--- config.mk ---
export PLATFORM = sky130hd
export DESIGN_NAME = mpx_regfile_mp
export DESIGN_NICKNAME = d
export VERILOG_FILES = /design/src/rtl/mpx_regfile_pkg.sv /design/src/rtl/mpx_regfile_dbg.sv /design/src/rtl/mpx_regfile_mp.sv
export SDC_FILE = /design/constraint.sdc
export NUM_CORES = 2
export LEC_CHECK = 0
export CAP_MARGIN = 40
export CORE_MARGIN = 4
export CORE_UTILIZATION = 40
export CTS_CLUSTER_SIZE = 25
export DETAILED_ROUTE_END_ITERATION = 12
export SLEW_MARGIN = 20
export SYNTH_ARGS = -nofsm -noshare
export SYNTH_HDL_FRONTEND = slang
export SYNTH_SLANG_ARGS = --single-unit
--- constraint.sdc ---
create_clock -name clk_i -period 54.4 [get_ports clk_i]
set_input_delay 5.44 -clock clk_i [delete_from_list [all_inputs] [get_ports clk_i]]
set_output_delay 5.44 -clock clk_i [all_outputs]
set_load 0.01 [all_outputs]
--- src/rtl/mpx_regfile_pkg.sv ---
// Shared types and default sizes for the MPX multi-port register file.
// The debug FSM encoding is fixed here so the top and the debug block agree on it.
package mpx_regfile_pkg;

  typedef enum logic [1:0] {
    IDLE = 2'd0,
    WAIT = 2'd1,
    ACK  = 2'd2
  } dbg_state_e;

  localparam int DEF_NUM_RD_PORTS = 2;
  localparam int DEF_DATA_W       = 32;
  localparam int DEF_NUM_REGS     = 32;

endpackage

--- src/rtl/mpx_regfile_dbg.sv ---
// Debug access FSM: reads answer in 1 cycle; writes wait for a cycle with both pipeline
// write ports idle (pipeline always wins, no timeout), committing on the edge that enters ACK.
module mpx_regfile_dbg
  import mpx_regfile_pkg::*;
#(
  parameter int DATA_W = DEF_DATA_W,
  parameter int ADDR_W = 5
) (
  input  logic              clk_i,
  input  logic              rst_i,
  input  logic              dbg_req_i,
  input  logic              dbg_wr_i,
  input  logic [ADDR_W-1:0] dbg_addr_i,
  input  logic [DATA_W-1:0] dbg_wdata_i,
  input  logic              slot_free_i,
  input  logic [DATA_W-1:0] arr_rdata_i,
  output logic              dbg_ack_o,
  output logic [DATA_W-1:0] dbg_rdata_o,
  output logic              dbg_we_o,
  output logic [ADDR_W-1:0] dbg_waddr_o,
  output logic [DATA_W-1:0] dbg_wdata_o
);

  dbg_state_e        state_q, state_d;
  logic              ack_q, ack_d;
  logic [DATA_W-1:0] rdata_q, rdata_d;
  logic              we;

  always_comb begin
    state_d = state_q;
    rdata_d = rdata_q;
    we      = 1'b0;
    case (state_q)
      IDLE: begin
        if (dbg_req_i) begin
          if (!dbg_wr_i) begin
            rdata_d = arr_rdata_i;
            state_d = ACK;
          end else if (slot_free_i) begin
            we      = 1'b1;
            state_d = ACK;
          end else begin
            state_d = WAIT;
          end
        end
      end
      WAIT: begin
        if (slot_free_i) begin
          we      = 1'b1;
          state_d = ACK;
        end
      end
      ACK:     state_d = IDLE;
      default: state_d = IDLE;
    endcase
    // ack is registered so it is high exactly while the FSM sits in ACK
    ack_d = (state_d == ACK);
  end

  always_ff @(posedge clk_i or posedge rst_i) begin
    if (rst_i) begin
      state_q <= IDLE;
      ack_q   <= 1'b0;
      rdata_q <= '0;
    end else begin
      state_q <= state_d;
      ack_q   <= ack_d;
      rdata_q <= rdata_d;
    end
  end

  assign dbg_ack_o   = ack_q;
  assign dbg_rdata_o = rdata_q;
  assign dbg_we_o    = we;
  assign dbg_waddr_o = dbg_addr_i;
  assign dbg_wdata_o = dbg_wdata_i;

endmodule

--- src/rtl/mpx_regfile_mp.sv ---
// Multi-port register file: N combinational read ports, two write ports (port 0 wins), debug port.
// MPX_REGFILE_BYPASS_EN adds same-cycle write-to-read forwarding (port 0 > port 1 > array).
module mpx_regfile_mp
  import mpx_regfile_pkg::*;
#(
  parameter int  NUM_RD_PORTS = DEF_NUM_RD_PORTS,
  parameter int  DATA_W       = DEF_DATA_W,
  parameter int  NUM_REGS     = DEF_NUM_REGS,
  localparam int ADDR_W       = $clog2(NUM_REGS)
) (
  input  logic                           clk_i,
  input  logic                           rst_i,
  input  logic [ADDR_W-1:0]              rd0_i,
  input  logic [DATA_W-1:0]              rd0_value_i,
  input  logic [ADDR_W-1:0]              rd1_i,
  input  logic [DATA_W-1:0]              rd1_value_i,
  input  logic [NUM_RD_PORTS*ADDR_W-1:0] ra_i,
  output logic [NUM_RD_PORTS*DATA_W-1:0] ra_value_o,
  input  logic                           dbg_req_i,
  input  logic                           dbg_wr_i,
  input  logic [ADDR_W-1:0]              dbg_addr_i,
  input  logic [DATA_W-1:0]              dbg_wdata_i,
  output logic                           dbg_ack_o,
  output logic [DATA_W-1:0]              dbg_rdata_o
);

  logic [DATA_W-1:0] regs_q [NUM_REGS];
  logic [DATA_W-1:0] regs_d [NUM_REGS];

  logic              slot_free;
  logic              dbg_we;
  logic [ADDR_W-1:0] dbg_waddr;
  logic [DATA_W-1:0] dbg_wdata;

  assign slot_free = (rd0_i == '0) && (rd1_i == '0);

  mpx_regfile_dbg #(
    .DATA_W (DATA_W),
    .ADDR_W (ADDR_W)
  ) u_dbg (
    .clk_i       (clk_i),
    .rst_i       (rst_i),
    .dbg_req_i   (dbg_req_i),
    .dbg_wr_i    (dbg_wr_i),
    .dbg_addr_i  (dbg_addr_i),
    .dbg_wdata_i (dbg_wdata_i),
    .slot_free_i (slot_free),
    .arr_rdata_i (regs_q[dbg_addr_i]),
    .dbg_ack_o   (dbg_ack_o),
    .dbg_rdata_o (dbg_rdata_o),
    .dbg_we_o    (dbg_we),
    .dbg_waddr_o (dbg_waddr),
    .dbg_wdata_o (dbg_wdata)
  );

  // Entry 0 is never written, so it stays at its reset value of zero.
  always_comb begin
    regs_d = regs_q;
    for (int i = 1; i < NUM_REGS; i++) begin
      if (rd0_i == ADDR_W'(i)) begin
        regs_d[i] = rd0_value_i;
      end else if (rd1_i == ADDR_W'(i)) begin
        regs_d[i] = rd1_value_i;
      end else if (dbg_we && (dbg_waddr == ADDR_W'(i))) begin
        regs_d[i] = dbg_wdata;
      end
    end
  end

  always_ff @(posedge clk_i or posedge rst_i) begin
    if (rst_i) begin
      for (int i = 0; i < NUM_REGS; i++) begin
        regs_q[i] <= '0;
      end
    end else begin
      regs_q <= regs_d;
    end
  end

  for (genvar k = 0; k < NUM_RD_PORTS; k++) begin : g_rd
    logic [ADDR_W-1:0] ra_k;
    logic [DATA_W-1:0] arr_k;
    assign ra_k  = ra_i[k*ADDR_W +: ADDR_W];
    assign arr_k = (ra_k == '0) ? '0 : regs_q[ra_k];
`ifdef MPX_REGFILE_BYPASS_EN
    assign ra_value_o[k*DATA_W +: DATA_W] =
      ((ra_k != '0) && (ra_k == rd0_i)) ? rd0_value_i :
      ((ra_k != '0) && (ra_k == rd1_i)) ? rd1_value_i : arr_k;
`else
    assign ra_value_o[k*DATA_W +: DATA_W] = arr_k;
`endif
  end

endmodule

-- Yosys cells after proc, flatten, opt, wreduce, memory -nomap -nowiden
Index checks and enable logic that the tools add are counted.
- magnitude comparators: 3
- eq/ne operators: 95
- multiplexer cells: 113
- bitwise operators: 4
- reductions and logical operators: 69
- operators with widths (kind ; number):
    2-to-1 mux 32 bit ; 101
    binary-select mux 32 bit (select 5 bit) ; 3
    == test 5 bit, second input constant ; 48
    == test 5 x 4 -> 1 bit, second input constant ; 24
    nonzero test 3 bit ; 31
    == test 5 x 3 -> 1 bit, second input constant ; 12
    logical AND 1 bit ; 32
    == test 5 x 2 -> 1 bit, second input constant ; 6
    logical NOT 5 bit ; 4
    greater-or-equal comparator 6 bit, second input constant ; 3
    inverter 5 -> 6 bit ; 3
    == test 5 x 1 -> 1 bit, second input constant ; 3
    2-to-1 mux 2 bit ; 4
    case mux 2 bit (2 select lines) ; 1
    2-to-1 mux 1 bit ; 3
    AND reduction 3 bit ; 1
    == test 2 x 1 -> 1 bit, second input constant ; 1
    == test 2 bit, second input constant ; 1
    logical NOT 2 bit ; 1
    case mux 1 bit (2 select lines) ; 1
    inverter 1 bit ; 1
- bits in registers: 1027
- input bits: 125
- output and inout bits: 97
- logic and storage cells: 318

-- Depth between registers and ports, before layout
- depth in word-level cells: 10
- mapped depth: 10
- gate-level depth less buffers: 5

-- Modules after synthesis
From an unflattened synthesis, not the netlist that was laid out.
- cells, all modules: 9414
- area total of the unflattened synthesis: 88165.8 um2
- by module, submodules not included (module ; times used ; cells each ; area each (um2)):
    mpx_regfile_mp ; 1 ; 9298 ; 86549.3
    mpx_regfile_dbg ; 1 ; 116 ; 1616.6

-- Least setup slack after synthesis
Ideal clock, no wire load.
- path kind: input to output
- start: in ra_i[0]
- end: out ra_value_o[26]
- data arrival time: 7.835 ns
- data required time: 48.960 ns
- setup slack: 41.125 ns
- stages: 6
- cells stage by stage: clkbuf_1 > clkbuf_1 > clkbuf_1 > mux4_2 > mux4_2 > mux2_2
- longest elaborated chain between the ends: 5
- ends and longest elaborated chain (what ; RTL line ; text):
    start: declaration ; mpx_regfile_mp.sv:17 ; input logic [NUM_RD_PORTS*ADDR_W-1:0] ra_i,
    inverter 5 -> 6 bit (not written as such) ; mpx_regfile_mp.sv:84 ; assign arr_k = (ra_k == '0) ? '0 : regs_q[ra_k];
    binary-select mux 32 bit (select 5 bit) ; mpx_regfile_mp.sv:84 ;
    2-to-1 mux 32 bit (not written as such) (2 in series) ; mpx_regfile_mp.sv:84 ;
    2-to-1 mux 32 bit (*) ; mpx_regfile_mp.sv:84 ;
    end: declaration ; mpx_regfile_mp.sv:18 ; output logic [NUM_RD_PORTS*DATA_W-1:0] ra_value_o,
Mark *: on every way between the ends. The rest lies on a longest branch, timed or not. The select of a mux whose other input is x is not followed.

-- Worst setup path in the final report
- start: in ra_i[5]
- end: out ra_value_o[35]
Same word-level chain as after synthesis.

==> summary.txt <==
Initial core utilization - 40.4%
Inst Count DP - 9790
Clock share of power - 29.3%
Final Cell Area - 0.0918 mm2
Req. time, crit path - 48.96 ns
FP Rows - 164
Worst hold path depth - 2
Pre-CTS WS - 39.12 ns
Max-cap violation count - 0
Yosys warnings - 0
H-Tree Depth - 4
Critical path arrival - 9.43 ns
Antenna violations before repair - 36
Die H - 458 um
Post_cts resized - 0
DRT iter0 DRCs - 13100
Area delta synth->final - 13.5%
Failing checks - design-rule violations
Register-to-Register Path Depth - 6
Distinct cells, synth - 57
Final Hold Slack - 0.486 ns
Syn Area/Cell - 10.7 um2
Chip width - 458 um
Post-Syn Nets - 7661
Post-synth top flop - dfrtp_1
Sequential power share - 39.5%
Setup violations, final - 0
Delay-heaviest family, CP - buffers and inverters
Largest net degree at the start of global routing - 155
HPWL Detailed - 247000 um
Internal power - 1.99 mW
Design Power - 3.04 mW
Core area - 0.200 mm2
VDD IR max - 0.0244 mV
Power per Cell Area - 33.1 mW/mm2
RSZ-0062 raised after global routing - no
Critical R2R Capture - regs_q[827]
Asr flop ratio synth - 100%
Critical Path Start Type - input pin
Number of global-route vias before repair - 70700
Total track usage - 37.5%
Final hold vios - 0
DP Area - 0.0872 mm2
Sw Share - 34.7%
Routed Antenna Nets - 0
CP most frequent cell - mux4_2
Max-slew headroom at the worst pin - 20.0%
Reg clk slew, reported paths - 0.06 ns
Nets@finish - 7404
Seq/Total Area, Yosys - 31.8%
Worst slew pin tran - 1.20 ns
First-pass GRT wire length - 560000 um
Number of synthesized flops with an enable pin - 0
Min Tclk post-route - 14.87 ns
Setup tns final - 0 ns
Setup WS post-layout - 39.53 ns
Mapped Cells - 7536
Status - finished, violations left
TritonCTS Sinks - 1027
End of the worst hold path - u_dbg.dbg_rdata_o[30]
Maximum clock path buffer count - 3
HP Start - u_dbg.dbg_rdata_o[30]
Drt total wl - 405000 um
Die ar. - 0.210 mm2
Clock latency on the worst-skew pair - 0.84 ns
Post-route DRC - 16
Peak Freq - 67.3 MHz
Critical path cell sequence - buf_8, buf_4, buf_12, mux4_2, mux4_2, mux2_2, clkdlybuf4s50_1
Hold buffer count at cts - 0
Total CTS buffers - 130
Via count - 74400
R2r setup slk - 50.70 ns
Critical path endpoint category - primary output
Clock Skew - 0.0323 ns
Routed WL per cell - 40.2 um
Post-Syn Area - 0.0809 mm2
Placer Congestion - 0.982
Critical R2R Launch - u_dbg.state_q[0]
Util after Layout - 45.8%
Share of cells above drive strength 1 - 32.0%
Worst min path class - reg2reg
I/O Pins - 222
GRT Residual Overflow - 0
Post-CTS Setup Inserts - 0
Pins over their slew limit - 0
Switching pwr - 1.05 mW
Logic gate share of total power - 31.2%
CTS tree - done
Root buffer cell - clkbuf_16
Non-Filler Instances - 10100
Setup CP Type - in2out
Critical-path top delay cell - buf_8
Drt via density - 7.39
Delay of the slowest critical-path stage - 0.62 ns
CP max FO - 107
Count of state elements after synthesis - 1027
PortBufs - 221
Bufs and invs on worst path - 4
Final period utilization - 27.3%
First-pass iteration count of the detailed router - 13
Static Leakage - 33.3 nW
power groups by stage:
stage          sequential (mW)  combinational, mW  clock, mW
6_report                  1.20              0.949      0.890
5_1_grt                   1.21               1.00      0.920
4_1_cts                   1.18              0.931      0.888
3_5_place_dp              1.19              0.927          0
3_3_place_gp              1.18              0.893          0
2_1_floorplan             1.11              0.656          0
how the worst max path moves through the flow:
stage,start,to,slack [ns],depth (start not counted)
global route,ra_i[5],ra_value_o[35],39.37,7
CTS,ra_i[5],ra_value_o[35],39.13,7
detailed placement,ra_i[5],ra_value_o[35],39.12,7
floorplan,rst_i,regs_q[0],20.06,1
global placement,ra_i[5],ra_value_o[35],39.16,7
finish,ra_i[5],ra_value_o[35],39.53,7
worst reg2reg max path: stages (launching register included):
cell     delay [ns]
dfrtp_1        0.42
a21oi_1        0.21
or4_4          0.87
o21ai_4        0.87
buf_4          0.77
mux2i_1        0.30
o21ai_0        0.10
flip-flops by register name (all words and copies together), names as in the netlist:
name / cells
u_dbg.state_q: 2
u_dbg.dbg_ack_o: 1
regs_q: 992
u_dbg.dbg_rdata_o: 32
per-layer routing:
metal	wire, um	global-route usage, %
met2	161000	50.3
met3	61900	15.9
met4	43200	32.6
met5	329	2.14
met1	138000	45.6
Yosys cell counts (22+ instances only):
| cell | count | area share (%) |
|---|---|---|
| buf_4 | 27 | 0.25 |
| mux2_2 | 874 | 12 |
| a31oi_1 | 191 | 1.5 |
| clkbuf_1 | 801 | 3.7 |
| a22oi_1 | 27 | 0.25 |
| a22o_1 | 63 | 0.68 |
| buf_6 | 22 | 0.31 |
| o31ai_1 | 33 | 0.31 |
| nor3_1 | 22 | 0.14 |
| mux4_2 | 742 | 21 |
| o221ai_1 | 36 | 0.39 |
| buf_1 | 102 | 0.47 |
| mux2i_1 | 937 | 12 |
| o21ai_0 | 459 | 2.8 |
| o21ai_1 | 250 | 1.5 |
| a221oi_1 | 36 | 0.39 |
| o22ai_1 | 310 | 2.4 |
| nand2_1 | 1169 | 5.4 |
| a21oi_1 | 112 | 0.69 |
| nor2_1 | 81 | 0.38 |
| dfrtp_1 | 1027 | 32 |
| buf_2 | 43 | 0.27 |
area by class of cell:
| class | instances | area (um2) |
|---|---|---|
| multi-input cells | 5510 | 51800 |
| repair buffers | 607 | 6700 |
| flip-flops and latches | 1027 | 25700 |
| fillers | 18100 | 109000 |
| clock buffers | 189 | 3850 |
| clock inverters | 39 | 365 |
| diodes | 34 | 85.1 |
| well taps | 2656 | 3320 |
| inverters | 3 | 18.8 |
cell usage in the layout, fill, tap and decap left out, drive strengths merged, types with 5 or more instances in the layout:
| master | n |
|---|---|
| a211oi | 19 |
| a221oi | 36 |
| dfrtp | 1027 |
| a31oi | 191 |
| nor4 | 5 |
| nor2 | 81 |
| nand3b | 7 |
| clkdlybuf4s50 | 205 |
| a22o | 63 |
| a22oi | 27 |
| nand2b | 14 |
| mux2 | 874 |
| mux4 | 742 |
| o41ai | 14 |
| nor3 | 23 |
| o31ai | 34 |
| nor2b | 16 |
| clkinv | 31 |
| buf | 401 |
| o21ai | 718 |
| clkbuf | 189 |
| mux2i | 937 |
| inv | 6 |
| and3 | 8 |
| a2111oi | 12 |
| a21oi | 112 |
| o22ai | 310 |
| o221ai | 36 |
| nand2 | 1169 |
| diode | 34 |
| nand3 | 13 |
logic make-up (layout without fill, tap and decap cells):
kind of cell / after synthesis / count (layout) / synth area share (%)
other: 0 / 34 / 0
AOI/OAI and AO/OA: 1593 / 1593 / 12.1
muxes: 2553 / 2553 / 44.4
and+or+nand+nor: 1364 / 1364 / 6.69
DFF: 1027 / 1027 / 31.8
buffers and inverters: 999 / 838 / 5.05
No activity file was read; power rests on OpenSTA's default activity.
